`config.mk`:
```
export PLATFORM = sky130hd
export DESIGN_NAME = muldiv_unit
export DESIGN_NICKNAME = d
export VERILOG_FILES = /design/src/rtl/muldiv_pkg.sv /design/src/rtl/muldiv_step.sv /design/src/rtl/muldiv_unit.sv
export SDC_FILE = /design/constraint.sdc
export NUM_CORES = 1
export LEC_CHECK = 0
export ABC_AREA = 0
export CAP_MARGIN = 20
export CORE_MARGIN = 5
export CORE_UTILIZATION = 40
export DETAILED_ROUTE_END_ITERATION = 12
export HOLD_SLACK_MARGIN = 0.15
export PLACE_DENSITY = 0.62
export RECOVER_POWER = 100
export SLEW_MARGIN = 20
export SYNTH_ARGS = -nofsm -noshare
export SYNTH_HDL_FRONTEND = slang
export SYNTH_SLANG_ARGS = --single-unit
export TNS_END_PERCENT = 10
```
`constraint.sdc`:
```
create_clock -name clk -period 13.9 [get_ports clk]
set_clock_uncertainty 0.2 [all_clocks]
set_input_delay 2.085 -clock clk [delete_from_list [all_inputs] [get_ports clk]]
set_output_delay 2.085 -clock clk [all_outputs]
set_load 0.01 [all_outputs]
```
`src/rtl/muldiv_pkg.sv`:
```
// muldiv_pkg: shared op/state encodings and core-decode constants for muldiv_unit
package muldiv_pkg;
  typedef enum logic [2:0] {
    MD_MUL    = 3'b000,
    MD_MULH   = 3'b001,
    MD_MULHSU = 3'b010,
    MD_MULHU  = 3'b011,
    MD_DIV    = 3'b100,
    MD_DIVU   = 3'b101,
    MD_REM    = 3'b110,
    MD_REMU   = 3'b111
  } op_e;
  typedef enum logic [2:0] {
    MD_IDLE,
    MD_PREP,
    MD_RUN,
    MD_FIX,
    MD_DONE
  } state_e;
  localparam logic [6:0] MULDIV_OPCODE = 7'b0110011;
  localparam logic [6:0] MULDIV_FUNCT7 = 7'b0000001;
endpackage

```
`src/rtl/muldiv_step.sv`:
```
// muldiv_step: one combinational iteration, shift-add (multiply) or restoring trial-subtract (divide)
//   div        : 1 = divide step, 0 = multiply step
//   hi_i/lo_i  : {acc, multiplier} or {remainder, dividend/quotient} pair in
//   d_i        : multiplicand or divisor magnitude
//   hi_o/lo_o  : pair after one step
module muldiv_step #(
  parameter int XLEN = 32
) (
  input  logic            div,
  input  logic [XLEN-1:0] hi_i,
  input  logic [XLEN-1:0] lo_i,
  input  logic [XLEN-1:0] d_i,
  output logic [XLEN-1:0] hi_o,
  output logic [XLEN-1:0] lo_o
);
  logic [XLEN:0] sum, sh, diff;
  always_comb begin
    sum  = {1'b0, hi_i} + (lo_i[0] ? {1'b0, d_i} : '0);
    sh   = {hi_i, lo_i[XLEN-1]};
    diff = sh - {1'b0, d_i};
    hi_o = div ? (diff[XLEN] ? sh[XLEN-1:0] : diff[XLEN-1:0]) : sum[XLEN:1];
    lo_o = div ? {lo_i[XLEN-2:0], ~diff[XLEN]} : {sum[0], lo_i[XLEN-1:1]};
  end
endmodule

```
`src/rtl/muldiv_unit.sv`:
```
// muldiv_unit: iterative RV32M-style multiply/divide, UNROLL steps per cycle, valid/ready + flush
//   in_valid/in_ready/op/a/b : request side (in_ready only in IDLE)
//   out_valid/out_ready/result : response side (held until out_ready)
//   flush : abort in-flight op; resetn : async active-low reset
//   MULDIV_FAST_SPECIAL_EN : when defined, divide-by-zero, signed overflow and zero-operand
//   multiplies skip the iteration and finish 2 cycles after accept
module muldiv_unit
  import muldiv_pkg::*;
#(
  parameter int XLEN   = 32,
  parameter int UNROLL = 1
) (
  input  logic            clk,
  input  logic            resetn,
  input  logic            in_valid,
  output logic            in_ready,
  input  logic [2:0]      op,
  input  logic [XLEN-1:0] a,
  input  logic [XLEN-1:0] b,
  input  logic            flush,
  output logic            out_valid,
  input  logic            out_ready,
  output logic [XLEN-1:0] result
);
  localparam int N  = XLEN / UNROLL;
  localparam int CW = (N > 1) ? $clog2(N) : 1;
  state_e state_q, state_d;
  op_e op_q, op_d;
  logic [XLEN-1:0] a_q, a_d, b_q, b_d, hi_q, hi_d, lo_q, lo_d, result_q, result_d;
  logic neg_q, neg_d, spec_q, spec_d;
  logic [CW-1:0] cnt_q, cnt_d;
  logic sgn_a, sgn_b, is_div, is_rem, b_zero;
  logic [XLEN-1:0] qr, qr_f;
  logic [2*XLEN-1:0] prod_f;
  logic [XLEN-1:0] hs [UNROLL+1];
  logic [XLEN-1:0] ls [UNROLL+1];
  assign hs[0] = hi_q;
  assign ls[0] = lo_q;
  for (genvar i = 0; i < UNROLL; i++) begin : g_step
    muldiv_step #(.XLEN(XLEN)) u_step (
      .div  (is_div),
      .hi_i (hs[i]),
      .lo_i (ls[i]),
      .d_i  (b_q),
      .hi_o (hs[i+1]),
      .lo_o (ls[i+1])
    );
  end
  assign in_ready  = state_q == MD_IDLE;
  assign out_valid = state_q == MD_DONE;
  assign result    = result_q;
  always_comb begin
    is_div = op_q[2];
    is_rem = op_q[2] & op_q[1];
    b_zero = b_q == '0;
    sgn_a  = (op_q == MD_MULH || op_q == MD_MULHSU || op_q == MD_DIV || op_q == MD_REM) && a_q[XLEN-1];
    sgn_b  = (op_q == MD_MULH || op_q == MD_DIV || op_q == MD_REM) && b_q[XLEN-1];
    prod_f = neg_q ? -{hi_q, lo_q} : {hi_q, lo_q};
    qr     = is_rem ? hi_q : lo_q;
    qr_f   = neg_q ? -qr : qr;
  end
`ifdef MULDIV_FAST_SPECIAL_EN
  logic ovf, spec_hit;
  logic [XLEN-1:0] spec_res;
  always_comb begin
    ovf      = is_div && !op_q[0] && a_q == {1'b1, {(XLEN-1){1'b0}}} && &b_q;
    spec_hit = is_div ? (b_zero || ovf) : (a_q == '0 || b_zero);
    spec_res = !is_div ? '0 : b_zero ? (is_rem ? a_q : '1) : (is_rem ? '0 : a_q);
  end
`endif
  always_comb begin
    state_d  = state_q;
    op_d     = op_q;
    a_d      = a_q;
    b_d      = b_q;
    hi_d     = hi_q;
    lo_d     = lo_q;
    neg_d    = neg_q;
    spec_d   = spec_q;
    cnt_d    = cnt_q;
    result_d = result_q;
    case (state_q)
      MD_IDLE: if (in_valid) begin
        op_d    = op_e'(op);
        a_d     = a;
        b_d     = b;
        state_d = MD_PREP;
      end
      MD_PREP: begin
        hi_d    = '0;
        lo_d    = sgn_a ? -a_q : a_q;
        b_d     = sgn_b ? -b_q : b_q;
        // a zero divisor leaves the quotient at all ones, so it must never be negated
        neg_d   = !is_div ? sgn_a ^ sgn_b : is_rem ? sgn_a : (sgn_a ^ sgn_b) & !b_zero;
        cnt_d   = CW'(N - 1);
        spec_d  = 1'b0;
        state_d = MD_RUN;
`ifdef MULDIV_FAST_SPECIAL_EN
        // special result is parked in result_q; FIX then only advances to DONE
        if (spec_hit) begin
          spec_d   = 1'b1;
          result_d = spec_res;
          state_d  = MD_FIX;
        end
`endif
      end
      MD_RUN: begin
        hi_d    = hs[UNROLL];
        lo_d    = ls[UNROLL];
        cnt_d   = cnt_q - 1'b1;
        state_d = cnt_q == '0 ? MD_FIX : MD_RUN;
      end
      MD_FIX: begin
        if (!spec_q)
          result_d = is_div ? qr_f : op_q == MD_MUL ? prod_f[XLEN-1:0] : prod_f[2*XLEN-1:XLEN];
        state_d = MD_DONE;
      end
      MD_DONE: if (out_ready) state_d = MD_IDLE;
      default: state_d = MD_IDLE;
    endcase
    if (flush && state_q != MD_IDLE) state_d = MD_IDLE;
  end
  always_ff @(posedge clk or negedge resetn) begin
    if (!resetn) begin
      state_q  <= MD_IDLE;
      op_q     <= MD_MUL;
      a_q      <= '0;
      b_q      <= '0;
      hi_q     <= '0;
      lo_q     <= '0;
      neg_q    <= 1'b0;
      spec_q   <= 1'b0;
      cnt_q    <= '0;
      result_q <= '0;
    end else begin
      state_q  <= state_d;
      op_q     <= op_d;
      a_q      <= a_d;
      b_q      <= b_d;
      hi_q     <= hi_d;
      lo_q     <= lo_d;
      neg_q    <= neg_d;
      spec_q   <= spec_d;
      cnt_q    <= cnt_d;
      result_q <= result_d;
    end
  end
endmodule

```
==> results.md, run 1 <==
- In this run the remaining antenna-violating nets after routing total 0.
- The core region is 39500 um^2.
- The design area is approximately 18000 um^2.
- The insertion delay of the later-clocked pin in the worst-skew pair is 470 ps.
- The number of warnings issued by yosys is 0.
- The floorplan step defined a die boundary enclosing about 44000 um^2.
- The final reports fail on max-capacitance violations, max-slew violations.
- In this run the number of H-tree levels came out at 4.
- After detailed routing, the average wire length per cell comes to just over 20 um.
- Entering global routing, the biggest net connects slightly above 100 pins.
- In this run the tightest slew margin relative to its limit is -1.75.
- The placed instance area is about 17000 um^2.
- The final-layout setup total negative slack is 0 ps.
- After synthesis, the share of flip-flops with an asynchronous set or reset is 1.00.
- The placed wire-length estimate after detailed placement is slightly below 40000 um.
- The first TritonRoute pass finished after 6 iterations.
- The number of enable flip-flop cells after synthesis is 0.
- The share of total power dissipated in the clock network is 0.108.
- The kind of critical path is reg -> reg.
- The number of buffer cells added on primary ports is ~110.
- The flow ran to the end, but the final reports show violations.
- The final count of hold timing violations was 0.
- For this run, design rule violations remaining after detail routing come to 0.
- The dominant combinational cell family by area after synthesis is compound AO/OA/AOI/OAI gates.
- On the critical path the largest part of the delay comes from buffers and inverters.
- The reg-to-reg setup timing slack is 6700 ps.
- Each instance of the synthesized netlist takes up on average around 7.8 um^2.
- At the pin with the least slew margin, the transition time is slightly above 4000 ps.
- The most numerous cell on the critical path is sky130_fd_sc_hd__clkbuf_1.
- The floorplan row count is 73.
- Gates resized during post-CTS repair numbered 0.
- After clock tree synthesis, the clock-pin slew on the worst setup and hold paths is around 70 ps.
- The clock tree buffer depth is 2.
- The post-synthesis share of cell area spent on and, or, nand and nor gates is 0.189.
- The post-CTS setup repair buffer count is 0.
- Clock tree synthesis inserted a total of 17 buffers.
- The I/O pin count is approximately 110.
- The number of nets handed over by synthesis was about 2200.
- The finished layout holds around 2600 standard cells, fillers aside.
- The xor/xnor cell area share of the yosys netlist is 0.0920.
- The worst setup path is launched from a flip-flop.
- Relative to the synthesized area, the layout overhead comes to 11.4%.
- The worst hold path endpoint is result[21]$_DFFE_PN0N_.
- The minimum clock period is a little over 7000 ps.
- Summed over all layers, the routed wires come to roughly 53000 um.
- The tightest min-delay check is of the reg -> reg type.
- The detailed router finished its first iteration with ~1500 violations.
- Global routing finished with a remaining overflow of 0.
- The launch point of the worst hold path is result[21]$_DFFE_PN0N_.
- The number of antenna violations at the first check in global routing is 0.
- The total vias in the final route is roughly 15000.
- The post-synthesis mux area share is 0.0821.
- The CTS tree is done.
- Setup violations remaining at the end of the flow were counted as 0.
- From left edge to right edge, the die measures roughly 210 um.
- The global-route wire length before repair is ~84000 um.
- The worst voltage drop across the vdd grid is 0.123 mV.
- The largest incremental delay on the critical path is a little under 2000 ps.
- The data arrival time of the worst path is roughly 7400 ps.
- The register bit total from synthesis is around 170.
- The gate count of the mapped netlist is just over 2000.
- The required time at the endpoint of the critical path is about 14000 ps.
- The number of global-route vias before repair is ~15000.
- At the end of the flow, the number of nets in the layout was approximately 2200.
- The worst reg2reg path depth is 10.
- Counting both buffers and inverters, the worst setup path holds a total of 2.
- The number of instances on the worst hold path is 2.
- The die extent in y is 209 um.
- The post-synthesis instance area is roughly 16000 um^2.
- The endpoint of the worst register-to-register path is lo_q[26]$_DFFE_PN0P_.
- The number of hold buffers added after CTS is 0.
- The proportion of total power due to net switching is 0.520.
- The share of total power dissipated in sequential elements is 0.261.
- The reported max-cap violation count is 9.
- STA classifies the critical path endpoint as a flip-flop.
- The fraction of the mapped netlist area in compound gates was 0.254.
- On the critical path, the stage with the largest delay is an instance of sky130_fd_sc_hd__clkbuf_1.
- Among all flip-flop cells after synthesis, the most frequent one is sky130_fd_sc_hd__dfrtp_1.
- The initial utilization of the core area, before any placement, comes to 0.402.
- The clock tree root buffer cell is sky130_fd_sc_hd__clkbuf_16.
- The instance count after placement with tap cells included is ~2500.
- Of the total synthesized cell area, the portion taken by full adders, half adders and majority gates is 0.0576.
- Of the total power, combinational logic draws 0.632.
- In this run the power spent charging and discharging nets is ~2.3 mW.
- The all-layer global routing usage is 0.234.
- Cell internal power was estimated by the tool at around 2.1 mW.
- Of the cells placed in the final design, the portion with a size suffix greater than 1 is 0.0541.
- In this run the power density over the cells is roughly 250 nW/um^2.
- The critical path goes through clkbuf_1, nor3_2, clkbuf_1, nor2_1, and2_0, o21ai_0, o21a_1, xnor2_1, nand2_1, a22oi_1.
- The max-slew violation count is 426.
- The portion of the post-synthesis area used by sequential elements is 0.271.
- The number of diodes added for antenna fixing is 0.
- Setup repair after global routing left no endpoint under its margin.
- The final period utilization is 0.518.
- The start of the worst register-to-register path is op_q[2]$_DFFE_PN0P_.
- After detailed routing, the number of vias per cell comes to 6.04.
- The synthesized netlist contains 72 unique library cells.
- Counting every sink on the clock net gives between 150 and 200.
- Derived from the worst setup path, the maximum achievable clock frequency is ~0.14 GHz.
- The total leakage power is between 7 and 8 nW.
- In this run the worst path has a maximum fanout of 53.
- The global placer's final weighted congestion is between 0.9 and 1.
[power groups by stage]
stage               clock [mW]  sequential (mW)  combinational [mW]
floorplan                    0            0.901                2.24
global placement             0             1.16                2.76
finish                   0.480             1.16                2.82
CTS                      0.490             1.16                2.80
global route             0.508             1.20                3.10
detailed placement           0             1.17                2.79
[tightest hold or removal path: cells and delay by family, from the launching register on]
kind	cells	cell delay, ps
AO/OA/AOI/OAI	1	60
flip-flops	1	340
AND/OR/NAND/NOR	1	40
[worst max-delay path by stage]
| stage | start | endpoint | slack (ps) | depth (start not counted) |
|---|---|---|---|---|
| final | op_q[2]$_DFFE_PN0P_ | lo_q[26]$_DFFE_PN0P_ | 6700 | 10 |
| after CTS | op_q[2]$_DFFE_PN0P_ | result[30]$_DFFE_PN0N_ | 9310 | 10 |
| after floorplan | op_q[1]$_DFFE_PN0P_ | result[30]$_DFFE_PN0N_ | 9230 | 16 |
| after global routing | resetn | result[9]$_DFFE_PN0N_ | 5780 | 3 |
| after detailed placement | op_q[2]$_DFFE_PN0P_ | result[30]$_DFFE_PN0N_ | 9310 | 10 |
| after global placement | resetn | op_q[2]$_DFFE_PN0P_ | 9400 | 3 |
[routing by layer]
| layer | routed length [um] | share of wire | global-route usage |
|---|---|---|---|
| met3 | 3410 | 0.065 | 0.0351 |
| met2 | 22900 | 0.43 | 0.358 |
| met5 | 0 | 0 | 0 |
| met1 | 24700 | 0.47 | 0.339 |
| met4 | 1680 | 0.032 | 0.0803 |
[metrics by stage]
stage               hold slack [ps]  utilization  setup WS [ps]  power, mW
detailed placement              269        0.435           9310       3.95
global route                    302        0.448           5780       4.81
global placement                267        0.435           9400       3.92
finish                          276        0.448           6700       4.46
floorplan                       246            -           9230       3.14
CTS                             289        0.449           9310       4.45
[cell families after synthesis]
logic type	count (synthesis)
xor gates and xnor gates	167
and+or+nand+nor	626
adders and majority gates	72
AOI/OAI and AO/OA	647
buffers and inverters	227
muxes	126
DFF	172
[synth_stat cells, types with 8 or more instances]
cell	n	area share
sky130_fd_sc_hd__xnor2_1	92	0.051
sky130_fd_sc_hd__a21o_1	28	0.013
sky130_fd_sc_hd__a211o_1	8	0.0044
sky130_fd_sc_hd__dfrtp_1	172	0.27
sky130_fd_sc_hd__nor2_1	157	0.037
sky130_fd_sc_hd__o41ai_1	11	0.0061
sky130_fd_sc_hd__buf_1	14	0.0033
sky130_fd_sc_hd__o21bai_1	8	0.0038
sky130_fd_sc_hd__nand3_1	49	0.015
sky130_fd_sc_hd__nand2_1	187	0.044
sky130_fd_sc_hd__or3_1	28	0.011
sky130_fd_sc_hd__o22ai_1	23	0.0090
sky130_fd_sc_hd__or2_2	10	0.0039
sky130_fd_sc_hd__o31ai_1	31	0.015
sky130_fd_sc_hd__nand2b_1	16	0.0063
sky130_fd_sc_hd__o221ai_1	9	0.0050
sky130_fd_sc_hd__xor2_1	75	0.041
sky130_fd_sc_hd__o21ai_0	180	0.057
sky130_fd_sc_hd__mux2i_1	90	0.057
sky130_fd_sc_hd__o211ai_1	43	0.020
sky130_fd_sc_hd__nand3b_1	11	0.0052
sky130_fd_sc_hd__or4_1	18	0.0085
sky130_fd_sc_hd__a211oi_1	22	0.010
sky130_fd_sc_hd__a21oi_1	179	0.056
sky130_fd_sc_hd__ha_1	70	0.055
sky130_fd_sc_hd__and3_1	11	0.0043
sky130_fd_sc_hd__a22oi_1	25	0.012
sky130_fd_sc_hd__o21a_1	11	0.0052
sky130_fd_sc_hd__nand4_1	14	0.0055
sky130_fd_sc_hd__nor4_1	16	0.0063
sky130_fd_sc_hd__and2_1	9	0.0035
sky130_fd_sc_hd__clkbuf_1	145	0.034
sky130_fd_sc_hd__nor3_1	73	0.023
sky130_fd_sc_hd__mux2_2	36	0.025
sky130_fd_sc_hd__inv_1	61	0.014
sky130_fd_sc_hd__a31oi_1	28	0.011
[state kept, by name, indices dropped and copies added, names as in the netlist]
register and cells:
hi_q 32, lo_q 32, state_q 3, cnt_q 5, op_q 3, result 32
b_q 32, a_q 32, neg_q 1
[placed cells by master, fill, tap and decap left out, types with 31 or more instances in the layout]
cell / instances
sky130_fd_sc_hd__mux2i_1: 90
sky130_fd_sc_hd__dfrtp_1: 171
sky130_fd_sc_hd__clkdlybuf4s50_1: 68
sky130_fd_sc_hd__o21ai_0: 180
sky130_fd_sc_hd__inv_1: 61
sky130_fd_sc_hd__a21oi_1: 179
sky130_fd_sc_hd__nand3_1: 49
sky130_fd_sc_hd__nor2_1: 156
sky130_fd_sc_hd__o31ai_1: 31
sky130_fd_sc_hd__xor2_1: 75
sky130_fd_sc_hd__dlygate4sd3_1: 36
sky130_fd_sc_hd__nand2_1: 186
sky130_fd_sc_hd__xnor2_1: 91
sky130_fd_sc_hd__o211ai_1: 43
sky130_fd_sc_hd__ha_1: 70
sky130_fd_sc_hd__nor3_1: 72
sky130_fd_sc_hd__mux2_2: 36
[layout make-up]
class                   count  area [um^2]
fillers                  3927        21800
well taps                 525          657
inverters                  62          233
clock buffers              18          429
repair buffers            131         1200
clock inverters            14          133
flip-flops and latches    172         4310
multi-input cells        1638        10800
Note: power is estimated with default switching activity, not from simulation.
==> run 2: changes to the inputs <==
clock period = 7 ns   (was 13.9 ns; I/O delays follow)
==> results.md, run 2 (synthesis results as in run 1) <==
- The flow ran to the end, but the final reports show violations.
- The final reports fail on max-capacitance violations, max-slew violations.
- The required time at the endpoint of the critical path is roughly 7000 ps.
- The setup check on the worst reg-to-reg path leaves a slack of roughly 2000 ps.
- In the final layout, the share of cells above drive strength 1 is 0.0547.
- The launch point of the worst hold path is cnt_q[3]$_DFFE_PN0P_.
- Along the worst hold path, the cell count comes to 1.
- The global placer's final weighted congestion is 0.969.
- The layout has 3951 filler cells.
- Gates resized during post-CTS repair numbered 0.
- The number of global-route vias before repair was around 15000.
- The area used by sequential logic in the layout is between 4000 and 5000 um^2.
- CTS placed an instance of sky130_fd_sc_hd__clkbuf_16 at the clock tree root.
- Data on the critical path arrives at its endpoint at about 5200 ps.
- The total length of routed wires is ~54000 um.
- For this run, the post-layout net count is between 2000 and 2500.
- TritonCTS built the clock tree.
- The die covers between 40000 and 50000 um^2.
- Setup violations remaining at the end of the flow were counted as 0.
- In the final routed layout, each cell accounts on average for about 21 um.
- Once detailed placement completed, the half-perimeter wirelength came to just under 40000 um.
- The worst voltage drop across the vdd grid is 0.248 mV.
- The number of H-tree levels is 4.
- The clock tree buffer depth is 2.
- The share of the core filled with cells is 0.449.
- The floorplan has 73 rows.
- The most common library cell in the layout ignoring fill and taps is sky130_fd_sc_hd__nand2_1.
- The critical path endpoint category is a flip-flop.
- The endpoint of the worst register-to-register path is result[28]$_DFFE_PN0N_.
- The number of antenna violations at the first check in global routing is 0.
- Buffers placed on the I/O ports in this run total 105.
- The final period utilization is 0.719.
- The total area inside the core boundary comes to 39500 um^2.
- The later pin in the worst-skew pair is clocked with a latency of 470 ps.
- In this run the critical register-to-register path is launched from op_q[2]$_DFFE_PN0P_.
- The highest fanout seen on the critical path is between 40 and 50.
- For this run, the top clock speed supported by timing is just under 0.2 GHz.
- The first detailed-routing pass ran for 5 iterations.
- Across every metal layer, demand over resource in global routing totals 0.239.
- Clock-pin slew was measured on the worst setup and hold paths at ~80 ps.
- The final count of hold timing violations came to 0.
- The library cells used most frequently in the layout, excluding fill and tap cells, are sky130_fd_sc_hd__nand2_1, sky130_fd_sc_hd__o21ai_0, sky130_fd_sc_hd__a21oi_1.
- The I/O pin count is 106.
- Measured in cells, the most critical reg-to-reg path has a length of 11.
- The global-route wire length before repair is between 80000 and 90000 um.
- The detailed router placed between 15000 and 20000 vias in this run.
- The number of diodes added for antenna fixing is 0.
- The final-layout setup total negative slack is 0 ps.
- The detailed router finished its first iteration with 1507 violations.
- The reported max-cap violation count is 5.
- For this run, design rule violations remaining after detail routing come to 0.
- The max-slew violation count is 240.
- The total grt overflow is 0.
- The transition time at the pin with the least slew margin is roughly 2700 ps.
- The via density per instance is about 6.
- The combined area of the multi-input logic cells is around 11000 um^2.
- The critical path in this run is classified as reg -> reg.
- After clock tree synthesis, the flow added hold-fix buffers numbering 0.
- The area growth from synthesis to final layout is 11.8%.
- The initial utilization of the core area, before any placement, comes to 0.402.
- The detail route stage leaves a number of antenna-violating nets equal to 0.
- Counting every sink on the clock net gives roughly 170.
- The worst hold path endpoint is cnt_q[3]$_DFFE_PN0P_.
- The post-CTS setup repair buffer count is 0.
- In this run the vertical extent of the chip is roughly 210 um.
- The horizontal die dimension is ~210 um.
- Entering global routing, the biggest net connects roughly 130 pins.
- The path class of the tightest hold or removal check is reg -> reg.
- Measured against its own limit, the worst slew margin works out to -0.803.
- The minimum hold slack is 277 ps.
- Power spread over the standard cell area amounts to slightly above 500 nW/um^2.
- Counting I/O delays and the setup requirement, the final critical path takes slightly above 5000 ps.
- Setup repair after global routing left no endpoint under its margin.
- The total leakage power is roughly 7.3 nW.
- The kind of start point of the critical path is a flip-flop.
- In this run, CTS created clock tree buffers numbering 17.
## run 2: cell types whose count changed in the layout (fill, tap and decap cells not counted), sizes merged
cell	previous run	this run
inv	67	65
bufinv	1	3
clkinvlp	5	2
clkbuf	29	27
## run 2: power by group
part / internal, mW / total [mW] / leakage, nW / switching, mW
Combinational: 2.31 / 5.55 / 4.90 / 3.24
Sequential: 1.43 / 2.36 / 2.10 / 0.926
Clock: 0.587 / 1.04 / 0.297 / 0.452
Total: 4.33 / 8.95 / 7.30 / 4.62
## run 2: metal layers
| metal | GRT usage | routed length (um) |
|---|---|---|
| met5 | 0 | 0 |
| met4 | 0.0684 | 1240 |
| met3 | 0.0342 | 3250 |
| met2 | 0.379 | 24400 |
| met1 | 0.341 | 24800 |
## run 2: worst max-delay path: stages (launching register included)
cell and delay [ps]:
sky130_fd_sc_hd__dfrtp_4 850, sky130_fd_sc_hd__nand2_1 840, sky130_fd_sc_hd__a21oi_1 450, sky130_fd_sc_hd__ha_1 220
sky130_fd_sc_hd__o21ai_0 250, sky130_fd_sc_hd__nor4b_1 600, sky130_fd_sc_hd__nand3_1 240, sky130_fd_sc_hd__or3_1 470
sky130_fd_sc_hd__o31ai_1 290, sky130_fd_sc_hd__xnor2_1 170, sky130_fd_sc_hd__a211oi_1 90, sky130_fd_sc_hd__a21o_1 250
## run 2: how the worst max path moves through the flow
stage                              startpoint                     end  slack, ps  depth (start not counted)
after floorplan           op_q[1]$_DFFE_PN0P_  result[30]$_DFFE_PN0N_       2330                         16
after global placement    op_q[2]$_DFFE_PN0P_  result[28]$_DFFE_PN0N_       2600                         11
after detailed placement  lo_q[0]$_DFFE_PN0P_    hi_q[29]$_DFFE_PN0P_       2510                         14
after CTS                 lo_q[0]$_DFFE_PN0P_    hi_q[29]$_DFFE_PN0P_       2460                         14
after global routing      op_q[2]$_DFFE_PN0P_  result[28]$_DFFE_PN0N_       1640                         11
final                     op_q[2]$_DFFE_PN0P_  result[28]$_DFFE_PN0N_       1970                         11
## run 2: final cells by class
cell class	count	share of cell area
Inverter	62	0.0131
Sequential cell	172	0.242
Clock inverter	11	0.00880
Tap cell	525	0.0370
Clock buffer	21	0.0259
Multi-Input combinational cell	1638	0.605
Timing Repair Buffer	126	0.0673
## run 2: metrics by stage
step | area (um^2) | setup slack [ps] | std cells | total power, mW
CTS | 17800 | 2460 | 2555 | 8.93
global route | 17800 | 1640 | 2555 | 9.67
global placement | 17200 | 2600 | 2523 | 7.80
finish | 17800 | 1970 | 2555 | 8.95
floorplan | 15900 | 2330 | 2037 | 6.23
detailed placement | 17200 | 2510 | 2523 | 7.87
